### config.mk
export PLATFORM = sky130hd
export DESIGN_NAME = wam_sch
export DESIGN_NICKNAME = d
export VERILOG_FILES = /design/src/rtl/wam_sch.sv
export SDC_FILE = /design/constraint.sdc
export NUM_CORES = 1
export LEC_CHECK = 0
export CAP_MARGIN = 20
export CELL_PAD_IN_SITES_DETAIL_PLACEMENT = 0
export CELL_PAD_IN_SITES_GLOBAL_PLACEMENT = 1
export CORE_ASPECT_RATIO = 0.75
export CORE_MARGIN = 2
export CORE_UTILIZATION = 50
export DETAILED_ROUTE_END_ITERATION = 8
export PLACE_DENSITY = 0.95
export REMOVE_ABC_BUFFERS = 1
export SLEW_MARGIN = 0
export SYNTH_ARGS = -nofsm -noshare
export SYNTH_HDL_FRONTEND = slang
export SYNTH_SLANG_ARGS = --single-unit
export TNS_END_PERCENT = 10
### constraint.sdc
create_clock -name clk_19 -period 8.95 [get_ports clk_19]
set_input_delay 1.79 -clock clk_19 [delete_from_list [all_inputs] [get_ports clk_19]]
set_output_delay 1.79 -clock clk_19 [all_outputs]
set_load 0.005 [all_outputs]
### src/rtl/wam_sch.sv
// Whac-A-Mole scheduler: spawns moles from an LFSR gated by rto, ages them from age,
// retires them on hit or expiry, and sequences a fixed-length round (IDLE/RUN/DONE).
module wam_sch #(
  parameter int         MAXM       = 4,
  parameter int         GAME_TICKS = 600,
  parameter logic [7:0] SEED       = 8'hA5
) (
  input  logic        clk_19,
  input  logic        rst,
  input  logic        start,
  input  logic        tick,
  input  logic [3:0]  age,
  input  logic [7:0]  rto,
  input  logic [15:0] hit,
  output logic [15:0] mole,
  output logic [4:0]  act_cnt,
  output logic        hit_ok,
  output logic        miss,
  output logic        running,
  output logic        game_over
);

  typedef enum logic [1:0] {
    S_IDLE = 2'd0,
    S_RUN  = 2'd1,
    S_DONE = 2'd2
  } state_t;

  localparam logic [9:0] LAST_TICK = 10'(GAME_TICKS - 1);
  localparam logic [4:0] MAXM_L    = 5'(MAXM);

  state_t      state_q;
  logic [7:0]  lfsr_q;
  logic [7:0]  lfsr_d;
  logic [9:0]  rnd_q;
  logic [15:0] mole_q;
  logic [15:0] mole_d;
  logic [3:0]  cnt_q [16];
  logic [3:0]  cnt_d [16];
  logic        hit_ok_q;
  logic        miss_q;
  logic        running_q;
  logic        game_over_q;

  logic [15:0] mole_live;
  logic [4:0]  live_cnt;
  logic [4:0]  pop_cnt;
  logic [3:0]  spawn_h;
  logic [3:0]  age_eff;
  logic        hit_any;
  logic        exp_any;
  logic        spawn;
  logic        round_end;

  // Fibonacci LFSR, x^8+x^6+x^5+x^4+1, shifting toward the MSB.
  assign lfsr_d    = {lfsr_q[6:0], lfsr_q[7] ^ lfsr_q[5] ^ lfsr_q[4] ^ lfsr_q[3]};
  assign spawn_h   = lfsr_q[3:0];
  assign age_eff   = (age == 4'd0) ? 4'd1 : age;
  assign round_end = tick && (rnd_q == LAST_TICK);

  // Per-hole next state: hits first, then ageing/expiry on a tick, then at most one spawn.
  always_comb begin
    mole_live = mole_q;
    hit_any   = 1'b0;
    exp_any   = 1'b0;
    live_cnt  = 5'd0;
    for (int i = 0; i < 16; i++) begin
      cnt_d[i] = cnt_q[i];
    end
    for (int i = 0; i < 16; i++) begin
      if (hit[i] && mole_q[i]) begin
        mole_live[i] = 1'b0;
        cnt_d[i]     = 4'd0;
        hit_any      = 1'b1;
      end else if (tick && mole_q[i]) begin
        if (cnt_q[i] <= 4'd1) begin
          mole_live[i] = 1'b0;
          cnt_d[i]     = 4'd0;
          exp_any      = 1'b1;
        end else begin
          cnt_d[i] = cnt_q[i] - 4'd1;
        end
      end
    end
    for (int i = 0; i < 16; i++) begin
      live_cnt = live_cnt + 5'(mole_live[i]);
    end
    // Blocking on the original mole and hit bits keeps a just-retired hole empty this cycle.
    spawn  = tick && (lfsr_q < rto) && !mole_q[spawn_h] && !hit[spawn_h] && (live_cnt < MAXM_L);
    mole_d = mole_live;
    if (spawn) begin
      mole_d[spawn_h] = 1'b1;
      cnt_d[spawn_h]  = age_eff;
    end
  end

  always_comb begin
    pop_cnt = 5'd0;
    for (int i = 0; i < 16; i++) begin
      pop_cnt = pop_cnt + 5'(mole_q[i]);
    end
  end

  always_ff @(posedge clk_19 or posedge rst) begin
    if (rst) begin
      state_q     <= S_IDLE;
      lfsr_q      <= SEED;
      rnd_q       <= 10'd0;
      mole_q      <= 16'd0;
      for (int i = 0; i < 16; i++) begin
        cnt_q[i] <= 4'd0;
      end
      hit_ok_q    <= 1'b0;
      miss_q      <= 1'b0;
      running_q   <= 1'b0;
      game_over_q <= 1'b0;
    end else begin
      lfsr_q   <= lfsr_d;
      hit_ok_q <= 1'b0;
      miss_q   <= 1'b0;
      case (state_q)
        S_IDLE, S_DONE: begin
          if (start) begin
            state_q     <= S_RUN;
            running_q   <= 1'b1;
            game_over_q <= 1'b0;
            rnd_q       <= 10'd0;
            mole_q      <= 16'd0;
            for (int i = 0; i < 16; i++) begin
              cnt_q[i] <= 4'd0;
            end
          end
        end
        S_RUN: begin
          hit_ok_q <= hit_any;
          miss_q   <= exp_any;
          if (round_end) begin
            // Round counter is left at its last value while in DONE.
            state_q     <= S_DONE;
            running_q   <= 1'b0;
            game_over_q <= 1'b1;
            mole_q      <= 16'd0;
            for (int i = 0; i < 16; i++) begin
              cnt_q[i] <= 4'd0;
            end
          end else begin
            mole_q <= mole_d;
            cnt_q  <= cnt_d;
            if (tick) begin
              rnd_q <= rnd_q + 10'd1;
            end
          end
        end
        default: begin
          state_q     <= S_IDLE;
          running_q   <= 1'b0;
          game_over_q <= 1'b0;
          mole_q      <= 16'd0;
        end
      endcase
    end
  end

  assign mole      = mole_q;
  assign act_cnt   = pop_cnt;
  assign hit_ok    = hit_ok_q;
  assign miss      = miss_q;
  assign running   = running_q;
  assign game_over = game_over_q;

endmodule
==> results.toml <==
[route]
drt_pass1_iterations = 8
vias = 8244
antenna_left = 0
wirelength_um = 25800
drc = 1
drt-wirelength-per-cell_um = 20.4
initialDrtViolationCount = 1082
vias_per_cell = 6.52

[cts]
cts_buffers = 9
htreeDepth = 3
cts_resized = 0
cts_tree = "done"
cts_sinks = 103
clock_latency_ps = 370
hold_buffers = 0
cts_root_buf = "clkbuf_16"
clockBufferDepth = 2
clk_pin_slew_ps = 80
cts_setup_buffers = 0

[power]
powerDensity_nw_per_um2 = 119
ir_drop_v = 0.0000931
leakage_nw = 3.92

[placement]
dp_hpwl_um = 18200
port_buffers = 56
finalWeightedCongestion = 1.06
post-place-ws_ps = 1530
place_area_um2 = 9170

[final_layout]
fillers = 1554
drive_above_1_share_pct = 5.91
syn_to_final_growth_pct = 12.4
finalInstanceArea_um2 = 9450
antenna_cells = 0
num-nets-final = 1144

[synth]
synthMuxAreaShare_pct = 1.07
avgSynthCellArea_um2 = 8.31
synth_cell_type_count = 68
synth_top_family_by_area = "compound AO/OA/AOI/OAI gates"
yosys.area_share.simple_pct = 23.8
synthFlopType = "dfrtp_1"
synthesis.area_um2 = 8410
synth-compound-area-share_pct = 25.0
synth-xor-area-share_pct = 1.67
synth_seq_cells = 103
async_flop_share_pct = 100
synth-edff-count = 0
ys_warn_count = 0
yosys.area_share.adder_pct = 11.8
ys_seq_area_share_pct = 30.7
syn_inst = 1012

[setup_path]
cp-end-kind = "flip-flop"
critical_path_arrival_ps = 7400
slowest_delay_ps = 870
crit_fanout = 27
required_ps = 9200
crit_path_frequent_cell = "fa_1"
crit_family = "adder cells"
path_cells = "buf_2 > nor3b_1 > a21oi_1 > and2_1 > fa_1 > inv_1 > fa_1 > inv_1 > fa_1 > fa_1 > ha_1 > nor4_1 > o2111a_1 > o21ai_1 > nor4_2 > a2111oi_0 > a221o_1"
timing.critical_path.buf_inv = 3
critPathLaunchType = "input port"
crit_type = "input port to flip-flop"
slowest_stage = "nor4_2"

[sta]
fin_skew_ps = 9.39
setup_viol = 0
worst_pin_slew_ps = 1130
fmax_ghz = 0.140
fin_ws_ps = 1800
hold_viol_final = 0
setup_tns_ps = 0
finalCriticalPeriod_ps = 7150
final.period_utilization_pct = 79.9
max_slew_margin_pct = 24.4
rsz0062_at_grt = "no"
maxSlewViolCount = 0

[global_routing]
grt_max_degree = 64
grt_pass1_vias = 7671
antenna_found_initial = 0
grt_pass1_wl_um = 42100
grt-ovfl-total = 0
grt_use_total_pct = 29.9

[min_path]
hp-class = "flip-flop to flip-flop"

[floorplanning]
initial_core_util_pct = 50.6
die_h_um = 116
rows = 41
pin_count = 57
die_w_um = 154
core_region_area_um2 = 16600
dieArea_um2 = 17900

[run_status]
violations = "DRC"
status = "finished with violations"

[job]
cap_violations = 0
[through the flow]
| step | power [mW] | utilization [%] | hold WS (ps) | cells |
|---|---|---|---|---|
| finish | 1.12 | 56.9 | 389 | 1264 |
| global route | 1.18 | 56.9 | 402 | 1264 |
| CTS | 1.13 | 56.9 | 388 | 1264 |
| detailed placement | 0.734 | 55.2 | 369 | 1248 |
| global placement | 0.731 | 55.2 | 361 | 1248 |
| floorplan | 0.638 | - | 358 | 962 |
[cell usage after synthesis (8+ instances only)]
cell	n	area, um2
nand2_1	102	383
dfrtp_1	99	2480
inv_1	80	300
nor2_1	70	263
o21ai_0	67	335
a21oi_1	61	305
ha_1	49	613
nor3_1	48	240
a221o_1	47	470
clkbuf_1	42	158
a31oi_1	37	231
nand2b_1	29	181
nand3_1	23	115
nor2b_1	23	144
fa_1	19	380
nor4_1	14	87.6
and3_1	13	81.3
o31ai_1	12	90.1
mux2i_1	9	90.1
xnor2_1	9	78.8
or3_1	8	50.1
[registers in the layout, indices dropped and copies added, names as in the netlist]
| name | count |
|---|---|
| cnt_q | 64 |
| game_over | 1 |
| rnd_q | 10 |
| state_q | 1 |
| hit_ok | 1 |
| mole | 16 |
| lfsr_q | 8 |
| miss | 1 |
| running | 1 |
[path summary, 6_finish.rpt]
check	start	to	slack, ps	cells after the start
min reg2reg	lfsr_q[6]$_DFF_PP0_	lfsr_q[7]$_DFF_PP1_	390	0
min	lfsr_q[6]$_DFF_PP0_	lfsr_q[7]$_DFF_PP1_	390	0
max in group asynchronous	rst	lfsr_q[3]$_DFF_PP0_	5900	3
min in group asynchronous	rst	cnt_q[36]$_DFFE_PP0P_	1860	2
max	tick	cnt_q[12]$_DFFE_PP0P_	1800	17
max reg2reg	cnt_q[61]$_DFFE_PP0P_	cnt_q[12]$_DFFE_PP0P_	2910	18
[cell families (layout without fill, tap and decap cells)]
| logic type | after synthesis | after routing |
|---|---|---|
| AOI/OAI and AO/OA | 304 | 304 |
| xor gates and xnor gates | 16 | 16 |
| and+or+nand+nor | 381 | 381 |
| adders and majority gates | 68 | 68 |
| DFF | 103 | 103 |
| muxes | 9 | 9 |
| buffers and inverters | 131 | 168 |
[cells in the final DEF, fill, tap and decap left out, drive strengths merged, types with 22 or more instances in the layout]
cell type	n
nand2b	29
a21oi	61
nand3	23
nand2	102
o21ai	68
nor4	22
nor2	70
nor3	52
ha	49
nor2b	23
a31oi	37
dfrtp	99
a221o	47
clkdlybuf4s50	55
inv	82
[worst reg2reg max path, stage by stage (launching register included)]
cell and delay, ps:
dfrtp_1 410, inv_1 150, ha_1 220, nor2_1 70, nor3_1 350, a21oi_1 220, fa_1 560, inv_1 50
fa_1 400, inv_1 90, fa_1 440, fa_1 490, ha_1 210, nor4_1 320, o2111a_1 260, o21ai_1 370
nor4_2 870, a2111oi_0 150, a221o_1 300
[metal layers]
layer,wire length [um],vias up,track usage (%)
met5,0,-,0
li1,-,3797,-
met4,551,0,8.75
met2,10900,473,43.5
met1,11400,3922,43.2
met3,3000,52,8.91
[cell type report]
cell class                 instances  area [um2]  area share [%]
sequential                       103        2580            27.3
inverter                          81         307            3.24
tap                              215         269            2.85
clock inverter                     7        56.3           0.596
multi-input combinational        778        5340            56.5
timing repair buffer              71         668            7.07
clock buffer                       9         225            2.38
[power breakdown]
group          total (mW)  switching [mW]  leakage [nW]  internal [mW]
sequential          0.510          0.0244          1.41          0.486
clock               0.393           0.201         0.130          0.192
combinational       0.220           0.141          2.38         0.0791
(Power assumes the default switching activity.)
